File: src/rtl/xip_pkg.sv
// xip_pkg: opcodes, responder FSM states and status bits shared by the SPI flash responder.
package xip_pkg;

    localparam logic [7:0] OP_READ      = 8'h03;
    localparam logic [7:0] OP_FAST_READ = 8'h0B;
    localparam logic [7:0] OP_PROGRAM   = 8'h02;
    localparam logic [7:0] OP_RDSR      = 8'h05;
    localparam logic [7:0] OP_WREN      = 8'h06;
    localparam logic [7:0] OP_WRDI      = 8'h04;
    localparam logic [7:0] OP_JEDEC     = 8'h9F;

    localparam int ST_BUSY = 0;
    localparam int ST_WEL  = 1;

    typedef enum logic [3:0] {
        S_IDLE, S_CMD, S_ADDR, S_DUMMY, S_RDATA, S_WDATA, S_STATUS, S_ID, S_IGNORE
    } state_t;

    // Program without WEL is treated like an unknown opcode.
    function automatic state_t cmd_next(input logic [7:0] opc, input logic wel_set);
        return (opc == OP_READ || opc == OP_FAST_READ) ? S_ADDR :
               (opc == OP_PROGRAM && wel_set)          ? S_ADDR :
               (opc == OP_RDSR)                        ? S_STATUS :
               (opc == OP_JEDEC)                       ? S_ID : S_IGNORE;
    endfunction

endpackage

File: src/rtl/xip_spi_sync.sv
// xip_spi_sync: 2-flop synchronizers for SCK/SS/MOSI plus registered edge pulses.
module xip_spi_sync (
    input  logic clk_i,
    input  logic rst_ni,
    input  logic sck_pin,
    input  logic ss_pin,
    input  logic mosi_pin,
    output logic sck_rise,
    output logic sck_fall,
    output logic ss_fall,
    output logic ss_rise,
    output logic ss_low,
    output logic mosi
);

    logic [2:0] sck_q, ss_q;
    logic [1:0] mosi_q;

    always_ff @(posedge clk_i or negedge rst_ni) begin
        if (!rst_ni) begin
            sck_q    <= '0;
            ss_q     <= '1;
            mosi_q   <= '0;
            sck_rise <= 1'b0;
            sck_fall <= 1'b0;
            ss_fall  <= 1'b0;
            ss_rise  <= 1'b0;
        end else begin
            sck_q    <= {sck_q[1:0], sck_pin};
            ss_q     <= {ss_q[1:0], ss_pin};
            mosi_q   <= {mosi_q[0], mosi_pin};
            sck_rise <= sck_q[1] & ~sck_q[2];
            sck_fall <= ~sck_q[1] & sck_q[2];
            ss_fall  <= ~ss_q[1] & ss_q[2];
            ss_rise  <= ss_q[1] & ~ss_q[2];
        end
    end

    assign ss_low = ~ss_q[2];
    assign mosi   = mosi_q[1];

endmodule

File: src/rtl/xip_flash_responder.sv
// xip_flash_responder: SPI flash device front end (W25Q64 subset) backed by an OBI master port.
module xip_flash_responder
    import xip_pkg::*;
#(
    parameter logic [31:0] BASE_ADDR = 32'h0000_0000,
    parameter logic [23:0] JEDEC_ID  = 24'hEF4017
) (
    input  logic        clk_i,
    input  logic        rst_ni,
    input  logic        spi_clk_i,
    input  logic        spi_ss_i,
    input  logic        spi_dq0_i,
    output logic        spi_dq1_o,
    output logic        spi_dq1_oe_o,
    output logic        req_o,
    output logic        we_o,
    output logic [3:0]  be_o,
    output logic [31:0] addr_o,
    output logic [31:0] data_o,
    input  logic        gnt_i,
    input  logic        rvalid_i,
    input  logic [31:0] data_i,
    output logic        underrun_o
);

    logic sck_rise, sck_fall, ss_fall, ss_rise, ss_low, mosi;
    state_t state, state_nx;
    logic [5:0] cnt;
    logic [6:0] sh, tx;
    logic [7:0] rx, op, load, status;
    logic [23:0] addr;
    logic [21:0] raddr;
    logic [31:0] rbuf;
    logic [1:0] idx;
    logic bvalid, rd_want, rd_wait, rd_drop, wel, busy, tx_state;

    xip_spi_sync u_sync (
        .clk_i    (clk_i),
        .rst_ni   (rst_ni),
        .sck_pin  (spi_clk_i),
        .ss_pin   (spi_ss_i),
        .mosi_pin (spi_dq0_i),
        .sck_rise (sck_rise),
        .sck_fall (sck_fall),
        .ss_fall  (ss_fall),
        .ss_rise  (ss_rise),
        .ss_low   (ss_low),
        .mosi     (mosi)
    );

    assign rx       = {sh, mosi};
    assign busy     = req_o & we_o;
    assign tx_state = state inside {S_RDATA, S_STATUS, S_ID};

    always_ff @(posedge clk_i or negedge rst_ni) begin
        if (!rst_ni) state <= S_IDLE;
        else         state <= state_nx;
    end

    always_comb begin
        state_nx = state;
        if (ss_rise) state_nx = S_IDLE;
        else if (state == S_IDLE) state_nx = ss_fall ? S_CMD : S_IDLE;
        else if (sck_rise) begin
            case (state)
                S_CMD:   if (cnt == 6'd7) state_nx = cmd_next(rx, wel);
                S_ADDR:  if (cnt == 6'd31) state_nx = (op == OP_FAST_READ) ? S_DUMMY :
                                                      (op == OP_READ) ? S_RDATA : S_WDATA;
                S_DUMMY: if (cnt == 6'd39) state_nx = S_RDATA;
                default: ;
            endcase
        end
    end

    always_comb spi_dq1_oe_o = ss_low && tx_state;

    always_comb begin
        status          = '0;
        status[ST_BUSY] = busy;
        status[ST_WEL]  = wel;
        load = (state == S_RDATA)  ? (bvalid ? rbuf[{addr[1:0], 3'b000} +: 8] : 8'hFF) :
               (state == S_STATUS) ? status :
               (idx == 2'd0)       ? JEDEC_ID[23:16] :
               (idx == 2'd1)       ? JEDEC_ID[15:8] :
               (idx == 2'd2)       ? JEDEC_ID[7:0] : 8'h00;
    end

    always_ff @(posedge clk_i or negedge rst_ni) begin
        if (!rst_ni) begin
            req_o      <= 1'b0;
            we_o       <= 1'b0;
            be_o       <= '0;
            addr_o     <= '0;
            data_o     <= '0;
            spi_dq1_o  <= 1'b0;
            underrun_o <= 1'b0;
            cnt        <= '0;
            sh         <= '0;
            tx         <= '0;
            op         <= '0;
            addr       <= '0;
            raddr      <= '0;
            rbuf       <= '0;
            idx        <= '0;
            bvalid     <= 1'b0;
            rd_want    <= 1'b0;
            rd_wait    <= 1'b0;
            rd_drop    <= 1'b0;
            wel        <= 1'b0;
        end else begin
            if (req_o && gnt_i) begin
                req_o   <= 1'b0;
                rd_wait <= !we_o;
            end
            if (rvalid_i && rd_wait) begin
                rd_wait <= 1'b0;
                rd_drop <= 1'b0;
                if (!rd_drop) begin
                    rbuf   <= data_i;
                    bvalid <= 1'b1;
                end
            end
            if (rd_want && !req_o && !rd_wait) begin
                req_o   <= 1'b1;
                we_o    <= 1'b0;
                be_o    <= 4'hF;
                addr_o  <= BASE_ADDR + {8'h0, raddr, 2'b00};
                rd_want <= 1'b0;
            end
            if (ss_fall) begin
                cnt        <= '0;
                op         <= '0;
                idx        <= '0;
                underrun_o <= 1'b0;
            end
            // A read still on the bus when SS rises must not land in the buffer.
            if (ss_rise) begin
                rd_want <= 1'b0;
                bvalid  <= 1'b0;
                rd_drop <= (rd_wait & ~rvalid_i) | (req_o & ~we_o);
                if (op == OP_PROGRAM) wel <= 1'b0;
            end
            if (sck_rise && state != S_IDLE) begin
                sh  <= rx[6:0];
                cnt <= cnt + 6'd1;
                if (state == S_CMD && cnt == 6'd7) begin
                    op  <= rx;
                    wel <= (rx == OP_WREN) ? 1'b1 : (rx == OP_WRDI) ? 1'b0 : wel;
                end
                if (state == S_ADDR) begin
                    addr <= {addr[22:0], mosi};
                    if (cnt == 6'd31 && op != OP_PROGRAM) begin
                        raddr   <= addr[22:1];
                        rd_want <= 1'b1;
                        bvalid  <= 1'b0;
                    end
                end
                if (state == S_WDATA && cnt[2:0] == 3'd7) begin
                    addr[7:0] <= addr[7:0] + 8'd1;
                    if (req_o || rd_wait) underrun_o <= 1'b1;
                    else begin
                        req_o  <= 1'b1;
                        we_o   <= 1'b1;
                        be_o   <= 4'b0001 << addr[1:0];
                        addr_o <= BASE_ADDR + {8'h0, addr[23:2], 2'b00};
                        data_o <= {4{rx}};
                    end
                end
            end
            if (sck_fall && tx_state) begin
                if (cnt[2:0] == 3'd0) begin
                    spi_dq1_o <= load[7];
                    tx        <= load[6:0];
                    if (state == S_ID && idx != 2'd3) idx <= idx + 2'd1;
                    if (state == S_RDATA) begin
                        if (!bvalid) underrun_o <= 1'b1;
                        else begin
                            addr <= addr + 24'd1;
                            if (&addr[1:0]) begin
                                raddr   <= addr[23:2] + 22'd1;
                                rd_want <= 1'b1;
                                bvalid  <= 1'b0;
                            end
                        end
                    end
                end else begin
                    spi_dq1_o <= tx[6];
                    tx        <= {tx[5:0], 1'b0};
                end
            end
        end
    end

endmodule

File: config.mk
export PLATFORM = sky130hd
export DESIGN_NAME = xip_flash_responder
export DESIGN_NICKNAME = d
export VERILOG_FILES = /design/src/rtl/xip_pkg.sv /design/src/rtl/xip_spi_sync.sv /design/src/rtl/xip_flash_responder.sv
export SDC_FILE = /design/constraint.sdc
export NUM_CORES = 1
export LEC_CHECK = 0
export ABC_AREA = 1
export BUFFER_PORTS_ARGS = -buffer_cell sky130_fd_sc_hd__buf_2
export CAP_MARGIN = 20
export CORE_MARGIN = 2
export CORE_UTILIZATION = 54
export DETAILED_ROUTE_END_ITERATION = 6
export PLACE_DENSITY = 0.75
export SYNTH_ARGS = -nofsm -noshare
export SYNTH_HDL_FRONTEND = slang
export SYNTH_SLANG_ARGS = --single-unit
File: constraint.sdc
create_clock -name clk_i -period 2.2 [get_ports clk_i]
set_clock_uncertainty 0.2 [all_clocks]
set_input_delay 0.44 -clock clk_i [delete_from_list [all_inputs] [get_ports clk_i]]
set_output_delay 0.44 -clock clk_i [all_outputs]
set_load 0.005 [all_outputs]
======== After elaboration in Yosys (flattened, before gate mapping) ========
Index checks and enable logic that the tools add are counted.
cells by class
  reductions and logical operators ........ 31
  mux-type cells .......................... 102
  shift-type cells ........................ 2
  $add $sub $neg .......................... 5
  bitwise operators ....................... 16
  equal/unequal tests ..................... 29
operator list
  operator                                                                count
  22-bit two-way mux                                                      8
  24-bit two-way mux                                                      6
  32-bit two-way mux                                                      4
  8-bit two-way mux                                                       8
  4-bit two-way mux                                                       14
  1-bit two-way mux                                                       51
  8-bit by 2-bit equality test with 1-bit output (second input constant)  4
  32-bit by 6-bit indexed part select with 8-bit output                   1
  24-bit by 1-bit adder with 24-bit output (second input constant)        1
  8-bit by 3-bit equality test with 1-bit output (second input constant)  3
  22-bit by 1-bit adder with 22-bit output (second input constant)        1
  4-bit by 3-bit equality test with 1-bit output (second input constant)  4
  8-bit by 4-bit equality test with 1-bit output (second input constant)  2
  7-bit two-way mux                                                       2
  1-bit logical AND                                                       12
  6-bit two-way mux                                                       2
  4-bit case mux with 3 select lines                                      1
  8-bit by 1-bit adder with 8-bit output (second input constant)          1
  4-bit by 2-bit equality test with 1-bit output (second input constant)  2
  8-bit equality test (second input constant)                             1
  2-bit two-way mux                                                       4
  4-bit by 2-bit != test with 1-bit output (second input constant)        2
  4-bit by 3-bit != test with 1-bit output (second input constant)        2
  8-bit by 2-bit != test with 1-bit output (second input constant)        1
  other kinds (28)                                                        48
word-level totals
  word-level logic and storage cells ...... 213
  register bits after elaboration ......... 201
  input bits .............................. 39
  output and inout bits ................... 73

======== Logic depth before layout (Yosys ltp) ========
  depth in word-level cells ............... 13
  mapped depth ............................ 12

======== Modules after synthesis ========
Synthesis repeated with hierarchy kept, for this count alone.
unflattened totals
  cells, all modules ...................... 1224
  area, all modules ....................... 9460.3 sq um
by module, submodules not included
  module               cells each  sequential area each (sq um)  area each (sq um)  times used
  xip_flash_responder  1204        4129.0                        9123.8             1
  xip_spi_sync         20          304.0                         336.6              1

======== Least setup slack after synthesis ========
Ideal clock, no wire load.
  path type ............................... flip-flop to flip-flop
  from .................................... register state[1]
  to ...................................... register be_o[0]
  library setup time ...................... 0.119 ns
  path slack .............................. 0.426 ns
  cell stages (with the launch flop) ...... 11
  arrival time ............................ 1.455 ns
  required time ........................... 1.881 ns
  period minus slack after synthesis ...... 1.774 ns
  cells stage by stage .................... dfrtp_1 -> inv_2 -> nand2_2 -> nor2_1 -> nand2_1 -> nor2_2 -> nand2_2 -> buf_6 -> buf_6 -> o22ai_1 -> inv_1
between the ends
  longest elaborated chain between the ends .. 4
RTL lines
  item                                            RTL line                    text
  start, declared                                 xip_flash_responder.sv:27   state_t state, state_nx;
  start signal, assigned                          xip_flash_responder.sv:57   else state <= state_nx;
  4-bit by 3-bit equality test with 1-bit output  xip_flash_responder.sv:158  if (state == S_WDATA && cnt[2:0] == 3'd7) begin
  1-bit logical AND                               xip_flash_responder.sv:158
  4-bit two-way mux                               xip_flash_responder.sv:158
  4-bit two-way mux *                             xip_flash_responder.sv:143  if (sck_rise && state != S_IDLE) begin
  end signal, assigned                            xip_flash_responder.sv:164  be_o <= 4'b0001 << addr[1:0];
  end, declared                                   xip_flash_responder.sv:17   output logic [3:0] be_o,
Mark *: on every way between the ends. The rest lies on a longest branch, timed or not.
A chain may end at the register's enable or synchronous reset.

======== Worst setup path in the final report ========
  from .................................... register state[3]
  to ...................................... register raddr[20]
between the ends
  longest elaborated chain between the ends .. 8
RTL lines
  item                                                                                         RTL line                                                text
  4-bit by 2-bit equality test with 1-bit output / 4-bit nonzero test (equally long branches)  xip_flash_responder.sv:150, xip_flash_responder.sv:143
  22-bit two-way mux / 1-bit logical AND (equally long branches)                               xip_flash_responder.sv:150, xip_flash_responder.sv:143
  22-bit two-way mux                                                                           xip_flash_responder.sv:143
  22-bit two-way mux                                                                           xip_flash_responder.sv:179                              if (&addr[1:0]) begin
  22-bit two-way mux                                                                           xip_flash_responder.sv:176                              if (!bvalid) underrun_o <= 1'b1;
  22-bit two-way mux                                                                           xip_flash_responder.sv:175                              if (state == S_RDATA) begin
  22-bit two-way mux                                                                           xip_flash_responder.sv:171                              if (cnt[2:0] == 3'd0) begin
  22-bit two-way mux *                                                                         xip_flash_responder.sv:170                              if (sck_fall && tx_state) begin
  end signal, assigned                                                                         xip_flash_responder.sv:153                              raddr <= addr[22:1];
  end signal, assigned                                                                         xip_flash_responder.sv:180                              raddr <= addr[23:2] + 22'd1;
  end, declared                                                                                xip_flash_responder.sv:32                               logic [21:0] raddr;
Marks and branches as above.

==> metrics.yaml <==
status: "completed"
maxSlewViolCount: 0
end_kind: "register"
htree_levels: 4
num_rows: 48
clkTransAtPathRegs_ps: 70
hold_path.class: "primary input to register"
dieArea_mm2: 0.01871
rsz0062_at_grt: "true"
period_share: 0.9440
hold_viol: 0
cp-start-kind: "register"
firstDrtPassIters: 6
vias: 8735
ff_latch_area_mm2: 0.004433
grt_overflow: 0
final-setup-viol-count: 0
fmax_ghz: 0.4815
fp.dieW_um: 136.8
wire_per_inst_um: 15.57
ys_top_cells_by_count: "419 x nand2_1, 174 x dfrtp_1, 123 x inv_1"
worst-setup-path-type: "register to register"
grt_pass1_wl_mm: 41.61
ys.flop_type: "dfrtp_1"
synth_top_area_frac: 0.4573
yosysSeqAreaShare: 0.4656
drc: 0
drv_cap: 0
synth.most_common_cell: "nand2_1"
io_pins: 112
die_height_um: 136.8
crit_fanout: 27
postRouteAntennaNets: 0
synth_edf_count: 0
relSlewSlack: 0.6791
insertion_delay_ps: 440
grt_util_all_layers: 0.2859
cts_made_buffers: 17
yosysWarnings: 0
grt_start_max_net_pins: 65
placed_area_mm2: 0.01038
synthesis.area_mm2: 0.009522
synth.avg_cell_area_um2: 7.421
p_total_uw: 9266
multi_input_area_mm2: 0.004136
p_leak_uw: 0.005793
cts_tree: "done"
synth_area_leaders: "dfrtp_1 46%, nand2_1 17%, nand3_1 5.8%, o21ai_0 5.2%, inv_1 4.8%"
gp_congestion: 0.9627
peakVddDrop_uv: 547.7
start_util: 0.5505
drt_wl_total_mm: 25.49
min_period_ps: 2077
fp.coreArea_mm2: 0.01730
synth-seq-cells: 177
final_area_mm2: 0.01117
clock_path_buffers: 2
cp.required_ps: 2330
numPortBuffers: 111
clock_sinks: 177
async_flop_share: 1.000
power.density_mw_per_mm2: 829.3
arrival_ps: 2210
synth_cells: 1283
antenna_found_initial: 0
syn2layout_area_growth_pct: 17.35
yosys.area.top_type: "dfrtp_1"
drive_above_1_share: 0.1608
hold_slack_ps: 3.592
grt_pass1_vias: 8082
fin_setup_tns_ps: 0
finalNonFillerCells: 1637
ctsRootBufferMaster: "clkbuf_16"
ys_types: 38
n_antenna_cell: 0
worst_pin_slew_ps: 480.8
nets: 1450
drtIter0Drc: 955
routed_via_density: 5.336
place_hpwl_mm: 18.38
dp_cells: 1587
num-fill-cells: 1502
synthesis.nets: 1334
## worst paths after layout
kind                                  startpoint                to  slack, ps  cells past startpoint
worst max-delay path                    state[3]         raddr[20]        120                     10
worst min-delay path                  data_i[12]          rbuf[12]          4                      3
worst max register to register          state[3]         raddr[20]        120                     10
worst min register to register  u_sync.mosi_q[0]  u_sync.mosi_q[1]        160                      0
max in group asynchronous                 rst_ni           be_o[3]        880                      3
min in group asynchronous                 rst_ni        addr_o[26]        290                      2
## where the power goes
part | internal [uW] | switching, uW
clock network | 1750 | 1420
registers | 3750 | 403
logic | 674 | 1270
## stage by stage
step	worst slack, ps	utilization
global placement	181.5	0.5998
detailed placement	76.13	0.5998
CTS	38.13	0.6442
floorplan	426.0	-
global route	-23.04	0.6460
finish	123.2	0.6460
## registers in the layout, indices dropped and copies added, names as in the netlist, 7 cells and up
register  count
addr         24
tx            7
rbuf         32
op            8
addr_o       32
data_o        8
sh            7
raddr        22
## layer usage
metal | track usage | wire length (um) | up-vias
met5 | 0 | 0 | -
li1 | - | - | 4279
met4 | 0.07904 | 460 | 0
met1 | 0.4283 | 11770 | 4069
met3 | 0.05148 | 2205 | 36
met2 | 0.4272 | 11060 | 351
## worst max-delay path, cell delays in order, from the launching register on
cell     delay [ps]
dfrtp_1         480
nor2_2          260
nand2_1         150
nor2_4          150
buf_12          180
nand3_2         130
buf_4           180
nand2_1          60
nand3_1          70
nand2_1          70
inv_1            40
## kinds of logic after synthesis
logic type | count (synthesis) | share of synthesized area
AND/OR/NAND/NOR | 705 | 0.3129
buffers and inverters | 214 | 0.1012
flip-flops | 177 | 0.4656
AO/OA/AOI/OAI | 159 | 0.08988
XOR/XNOR | 16 | 0.01472
adder cells (fa/ha/maj) | 12 | 0.01577
## final cells by class
cell class	instances	area share
clock buffers	18	0.03931
clock inverters	14	0.01512
inverters	132	0.04490
multi-input cells	892	0.3702
flip-flops and latches	177	0.3968
well taps	225	0.02520
repair buffers	179	0.1085
## placed cells by master, fill, tap and decap left out, types with 16 or more instances in the layout
cell and instances:
dlygate4sd3_1 16, o21ai_0 98, buf_4 44, nor2_1 120, nand4_1 19, inv_1 123
a21oi_1 20, dfrtp_1 174, clkbuf_16 17, buf_2 110, nand3_1 110, nand2_1 419
## repair_timing
item | 4_1_cts | 5_1_grt
gates resized for setup | 0 | 3
hold buffers | 16 | 0
setup buffers | 0 | 2
endpoints found under the setup margin | 0 | 15
endpoints found under the hold margin | 50 | 0
Power figures use the tool's default switching activity.
